### src/rtl/linecache_packer.sv
// Serial 1-bit pixel packer feeding the 4-bit write port of the composite-video line cache.
// Define LINECACHE_PACKER_MSB_FIRST_EN to place the earliest pixel of each word in wr_data[3].
module linecache_packer #(
  parameter int LINE_PIXELS = 512,
  parameter int ADDR_W      = 7
) (
  input  logic              clk,
  input  logic              reset,
  input  logic              line_start,
  input  logic              pix_valid,
  input  logic              pix_data,
  output logic              pix_ready,
  output logic              wr_ce,
  output logic [ADDR_W-1:0] wr_addr,
  output logic [3:0]        wr_data,
  output logic              line_done,
  output logic              busy,
  output logic              overrun,
  output logic              o_dbg_state
);

  localparam int CW = $clog2(LINE_PIXELS) + 1;

  typedef enum logic {
    S_IDLE = 1'b0,
    S_FILL = 1'b1
  } state_t;

  state_t            r_state;
  logic [CW-1:0]     r_cnt;
  logic [3:0]        r_nib;
  logic              r_wr_ce;
  logic [ADDR_W-1:0] r_wr_addr;
  logic [3:0]        r_wr_data;
  logic              r_line_done;
  logic              r_busy;
  logic              r_overrun;

  logic              w_accept;
  logic              w_word_done;
  logic              w_last_px;
  logic [1:0]        w_pos;
  logic [3:0]        w_nib_next;
  logic [ADDR_W-1:0] w_word_addr;

  // Handshake: a pixel transfers on a cycle where pix_valid && pix_ready; the
  // source may hold or drop pix_valid freely, and a line_start always blocks the transfer.
  assign pix_ready = (r_state == S_FILL) && !line_start;
  assign w_accept  = pix_valid && pix_ready;

  assign w_word_done = (r_cnt[1:0] == 2'd3);
  assign w_last_px   = (r_cnt == CW'(LINE_PIXELS - 1));
  assign w_word_addr = ADDR_W'(r_cnt >> 2);

`ifdef LINECACHE_PACKER_MSB_FIRST_EN
  assign w_pos = 2'd3 - r_cnt[1:0];
`else
  assign w_pos = r_cnt[1:0];
`endif

  always_comb begin
    w_nib_next        = r_nib;
    w_nib_next[w_pos] = pix_data;
  end

  always_ff @(posedge clk) begin
    if (reset) begin
      r_state     <= S_IDLE;
      r_cnt       <= '0;
      r_nib       <= '0;
      r_wr_ce     <= 1'b0;
      r_wr_addr   <= '0;
      r_wr_data   <= '0;
      r_line_done <= 1'b0;
      r_busy      <= 1'b0;
      r_overrun   <= 1'b0;
    end else begin
      r_wr_ce     <= 1'b0;
      r_line_done <= 1'b0;
      case (r_state)
        S_IDLE: begin
          if (line_start) begin
            r_state <= S_FILL;
            r_cnt   <= '0;
            r_nib   <= '0;
            r_busy  <= 1'b1;
          end
        end
        S_FILL: begin
          if (line_start) begin
            // Restart aborts the current line without reporting it done.
            r_cnt     <= '0;
            r_nib     <= '0;
            r_overrun <= 1'b1;
          end else if (w_accept) begin
            r_cnt <= r_cnt + CW'(1);
            if (w_word_done) begin
              r_nib     <= '0;
              r_wr_ce   <= 1'b1;
              r_wr_addr <= w_word_addr;
              r_wr_data <= w_nib_next;
            end else begin
              r_nib <= w_nib_next;
            end
            if (w_last_px) begin
              r_state     <= S_IDLE;
              r_busy      <= 1'b0;
              r_line_done <= 1'b1;
            end
          end
        end
        default: begin
          r_state <= S_IDLE;
          r_busy  <= 1'b0;
        end
      endcase
    end
  end

  assign wr_ce       = r_wr_ce;
  assign wr_addr     = r_wr_addr;
  assign wr_data     = r_wr_data;
  assign line_done   = r_line_done;
  assign busy        = r_busy;
  assign overrun     = r_overrun;
  assign o_dbg_state = r_state;

endmodule

### config.mk
export PLATFORM = sky130hd
export DESIGN_NAME = linecache_packer
export DESIGN_NICKNAME = d
export VERILOG_FILES = /design/src/rtl/linecache_packer.sv
export SDC_FILE = /design/constraint.sdc
export NUM_CORES = 1
export LEC_CHECK = 0
export BUFFER_PORTS_ARGS = -buffer_cell sky130_fd_sc_hd__buf_4
export CORE_ASPECT_RATIO = 1.75
export CORE_UTILIZATION = 57
export CTS_BUF_LIST = sky130_fd_sc_hd__clkbuf_8
export CTS_CLUSTER_DIAMETER = 200
export DETAILED_ROUTE_END_ITERATION = 10
export GPL_TIMING_DRIVEN = 0
export HOLD_SLACK_MARGIN = 0.03
export PLACE_DENSITY = 0.81
export SLEW_MARGIN = 40
export SYNTH_ARGS = -nofsm -noshare
export SYNTH_HDL_FRONTEND = slang
export SYNTH_SLANG_ARGS = --single-unit
### constraint.sdc
create_clock -name clk -period 2.5 [get_ports clk]
set_input_delay 0.125 -clock clk [delete_from_list [all_inputs] [get_ports clk]]
set_output_delay 0.125 -clock clk [all_outputs]
set_load 0.01 [all_outputs]
Word level (Yosys, flattened, before mapping)
Index checks and enable logic that the tools add are counted.
{ "word_totals": {"register_bits": 30, "out_inout_bits": 17, "inputBits": 5, "word_cells": 55} }
{ "classes": {"eq_ne": 7, "muxes": 24, "addsub": 1, "n_reduce_logical": 9, "bitwise": 3, "order_cmp": 2} }
{ "op_table": {"columns": ["operator", "count"], "rows": [
  ["$mux W10", 3],
  ["$pmux W10 S2", 1],
  ["$mux W4", 4],
  ["$mux W1", 11],
  ["$add A10 B1 Y10 const B", 1],
  ["$eq A10 B9 Y1 const B", 1],
  ["$pmux W4 S2", 1],
  ["$reduce_and A4 Y1", 2],
  ["$bwmux W4", 1],
  ["$ne A2 B1 Y1 const B", 2],
  ["$ne A2 B2 Y1 const B", 2],
  ["$pmux W1 S2", 2],
  ["$reduce_and A2 Y1", 2],
  ["$reduce_or A4 Y1", 1],
  ["$logic_and A1 B1 Y1", 3],
  ["$lt A2 B3 Y1 const B", 1],
  ["$ne A3 B2 Y1 const B", 1],
  ["$not A1 Y1", 3],
  ["$demux W1 S2", 1],
  ["$eq A2 B2 Y1 const B", 1],
  ["$ge A2 B1 Y1 const B", 1],
  ["$logic_not A1 Y1", 1]
]} }

Logic depth before layout (Yosys ltp)
{ "depth": {"ltp_word": 9, "depth_mapped": 7, "depth_no_buf": 6} }

Worst setup path after synthesis
Ideal clock, no wire load.
{ "synth_timing": {"kind": "register to register", "start": "reg r_state (netlist: o_dbg_state)", "end": "reg r_cnt[9]", "path_stages_with_launch": 7, "setup_slack_ns": 0.637, "path_buffers": 1, "setup_time_ns": 0.070, "synth_period_minus_slack_ns": 1.863, "t_arrival_ns": 1.793, "path_cell_list": "dfxtp_1 > inv_1 > ha_1 > or2_1 > buf_2 > or4_1 > a21oi_1"} }
{ "synth_via": {"elab_chain_len": 4, "word_cells_on_any_way": 7, "classes_between": "eq/ne (2); mux (1); bitwise (1); reduce/logical (3)"} }
{ "synth_lines": {"columns": ["element", "line_no", "source"], "rows": [
  ["from (decl)", "29", "state_t r_state;"],
  ["from (signal assigned)", "68", "r_state <= S_IDLE;"],
  ["from (signal assigned)", "83", "r_state <= S_FILL;"],
  ["from (signal assigned)", "106", "r_state <= S_IDLE;"],
  ["$logic_and A1 B1 Y1", "48", "assign pix_ready = (r_state == S_FILL) && !line_start;"],
  ["$logic_and A1 B1 Y1", "49", "assign w_accept = pix_valid && pix_ready;"],
  ["$ne A3 B2 Y1 (no line)", null, null],
  ["$reduce_and A2 Y1 (no line)", null, null],
  ["to (signal assigned)", "96", "r_cnt <= r_cnt + CW'(1);"],
  ["to (decl)", "30", "logic [CW-1:0] r_cnt;"]
]} }
Parallel ways exist; a longest one is shown, timed or not.
A chain may end at the register's enable or synchronous reset.

Worst setup path after layout
Ends and elaborated chain as after synthesis.

==> reports/qor.yml <==
run_status:
  status: "completed"
place:
  gp_congestion: 0.842
  hpwl_um: 2050
  post_dp_cell_area_sq_mm: 0.00148
  io_buffers: 21
grt:
  grt_first_pass_wirelength_um: 4890
  grt_pass1_vias: 1171
  grt_use_total_pct: 27.8
  grt_max_degree: 11
  grt_overflow: 0
  grt_antenna_before_repair: 0
logic_synthesis:
  yosysWarnings: 0
  synth_top_family_by_area: "simple AND/OR/NAND/NOR gates"
  synth_seq_cells: 29
  synth_edf_count: 0
  netlist_instances: 155
  postSynthAreaPerCell_sq_um: 8.36
  syn_area_sq_mm: 0.00130
  yosysTopAreaCell: "dfxtp_1"
  yosys-mux-area-fraction_pct: 2.32
  ys.flop_type: "dfxtp_1"
  async_flop_share_pct: 0
  synth_area_leaders: "dfxtp_1 (45%), ha_1 (6.8%), nand2_1 (6.4%)"
  synth_fa_ha_area_share_pct: 6.76
  ys_seq_area_share_pct: 44.8
  yosysTopAreaCellShare_pct: 44.8
  synth_compound_area_share_pct: 12.4
  ys_types: 29
  mappedNetlistNets: 167
  synth-xor-area-share_pct: 4.05
  synth_simple_gate_area_share_pct: 26.1
floorplan:
  pin_count: 22
  initial_utilization_pct: 61.2
  core_area_sq_mm: 0.00212
  design.die.area_sq_mm: 0.00248
  die_h_um: 65.1
  fp.dieW_um: 38.1
  rows: 22
worst_hold_path:
  worst_hold_path_type: "input port to flip-flop"
  min_to: "o_dbg_state"
  min_from: "line_start"
  min_path_cells: 3
sta:
  max_slew_margin_pct: 67.0
  finalSetupTns_ns: 0
  skew_ns: 0.00323
  slew_viol_final: 0
  setup_violations: 0
  post-route-period-util_pct: 81.0
  fmax_ghz: 0.494
  hold_violations: 0
  tightest_slew_ns: 0.493
  fin_crit_ns: 2.03
  rsz0062_at_grt: "false"
setup_path:
  critPathCaptureType: "flip-flop"
  r2r_cells: 6
  regToRegSetupSlack_ns: 0.47
  worstPathArrival_ns: 2.23
  critPathRequiredTime_ns: 2.71
  r2r-start: "o_dbg_state"
  reg2reg_to: "r_cnt[9]"
  critical_path_class: "flip-flop to flip-flop"
  start_kind: "flip-flop"
  critPathLaunch: "o_dbg_state"
  crit_fanout: 9
run:
  max_cap_viol_count: 0
drt:
  antenna_left: 0
  wl_um: 2880
  drtIter0Drc: 49
  via_per_inst: 5.70
  dr_total_vias: 1191
  dr.pass1.iters: 4
  wire_per_inst_um: 13.8
  drc: 0
cells_and_area:
  layout_commonest_cell: "dfxtp_1"
  final_cell_mix: "dfxtp_1 (29), nand2_1 (22), buf_4 (21)"
  antennaDiodeCount: 0
  nNetsFinal: 196
  area_growth_pct: 23.1
  stdcell_area_sq_mm: 0.00160
  drive_gt1_share_pct: 17.8
  n_fill_cell: 161
power_and_ir_drop:
  peakVddDrop_mv: 0.563
  total_leakage_power_nw: 0.597
  power_density_mw_per_mm2: 610
clocking:
  clk-insertion-delay-late_ns: 0.28
  cts.sinks: 29
  root_buffer: "clkbuf_8"
  cts_inserted_buffers: 5
  htreeDepth: 2
  clk_pin_slew_worst_paths_ns: 0.06
  cts.path.max_buffers: 2
  tritoncts: "done"
[synthesized netlist by cell type, types with 2 or more instances]
library cell and count:
a21oi_1 16, nand2_1 22, nand4_1 6, buf_2 2
nor2_1 17, clkbuf_1 6, a211oi_1 3, nor3_1 9
o31ai_1 2, o21ai_0 4, xnor2_1 6, or4_1 2
ha_1 7, mux2i_1 3, inv_1 4, nand3_1 5
dfxtp_1 29
[power breakdown]
group	internal, mW	switching, mW
Combinational	0.0298	0.0441
Sequential	0.468	0.00777
Clock	0.248	0.176
Total	0.746	0.227
[layout make-up]
type / instances / area (sq um) / share of cell area [%]
Sequential cell: 29 / 581 / 36.4
Clock inverter: 1 / 5.00 / 0.314
Inverter: 4 / 15.0 / 0.941
Multi-Input combinational cell: 114 / 668 / 41.9
Tap cell: 24 / 30.0 / 1.88
Timing Repair Buffer: 22 / 168 / 10.5
Clock buffer: 7 / 96.3 / 6.04
Buffer: 8 / 32.5 / 2.04
[flip-flops by register name, indices dropped and copies added, names as in the netlist]
signal and flops:
o_dbg_state 1, wr_data 4, busy 1, r_nib 3, overrun 1, r_cnt 10, wr_addr 7, wr_ce 1
line_done 1
[worst max-delay path, stage by stage, from the launching register on]
cell and delay (ns):
dfxtp_1 0.48, inv_1 0.11, ha_1 0.28, or2_1 0.24
buf_2 0.18, or4_1 0.52, a21oi_1 0.15
[routing by layer]
metal	wire length, um	GRT usage, %	vias up
li1	-	-	595
met1	1120	29.8	527
met2	1510	46.8	56
met3	156	6.16	13
met4	82	16.5	0
met5	0	0	-
[stage by stage]
step	total power, mW	cells	hold slack (ns)	utilization (%)	setup WS (ns)
after floorplan	0.529	155	0.204	-	0.637
after global placement	0.554	200	0.318	70.0	0.559
after detailed placement	0.557	200	0.323	70.0	0.501
after CTS	0.971	208	0.0308	74.8	0.487
after global routing	1.00	209	0.112	75.3	0.289
final	0.974	209	0.0781	75.3	0.474
[repair_timing]
item,4_1_cts,5_1_grt
resized for setup,0,0
endpoints found under the hold margin,0,1
hold buffers,0,1
setup buffers,0,0
[worst max path at each step]
stage / end / cells past startpoint / slack (ns)
after floorplan: r_cnt[9] / 6 / 0.64
after global placement: r_cnt[9] / 6 / 0.56
after detailed placement: r_cnt[9] / 6 / 0.50
after CTS: r_cnt[9] / 6 / 0.49
after global routing: r_cnt[5] / 6 / 0.29
final: r_cnt[9] / 6 / 0.47
[logic make-up (layout without fill, tap and decap cells)]
kind of cell             Yosys count  in the layout
AO/OA/AOI/OAI                     28             28
XOR/XNOR                           6              6
adder cells (fa/ha/maj)            7              7
buffers and inverters             12             42
flip-flops                        29             29
multiplexers                       3              3
AND/OR/NAND/NOR                   70             70
Note: power is estimated with default switching activity, not from simulation.
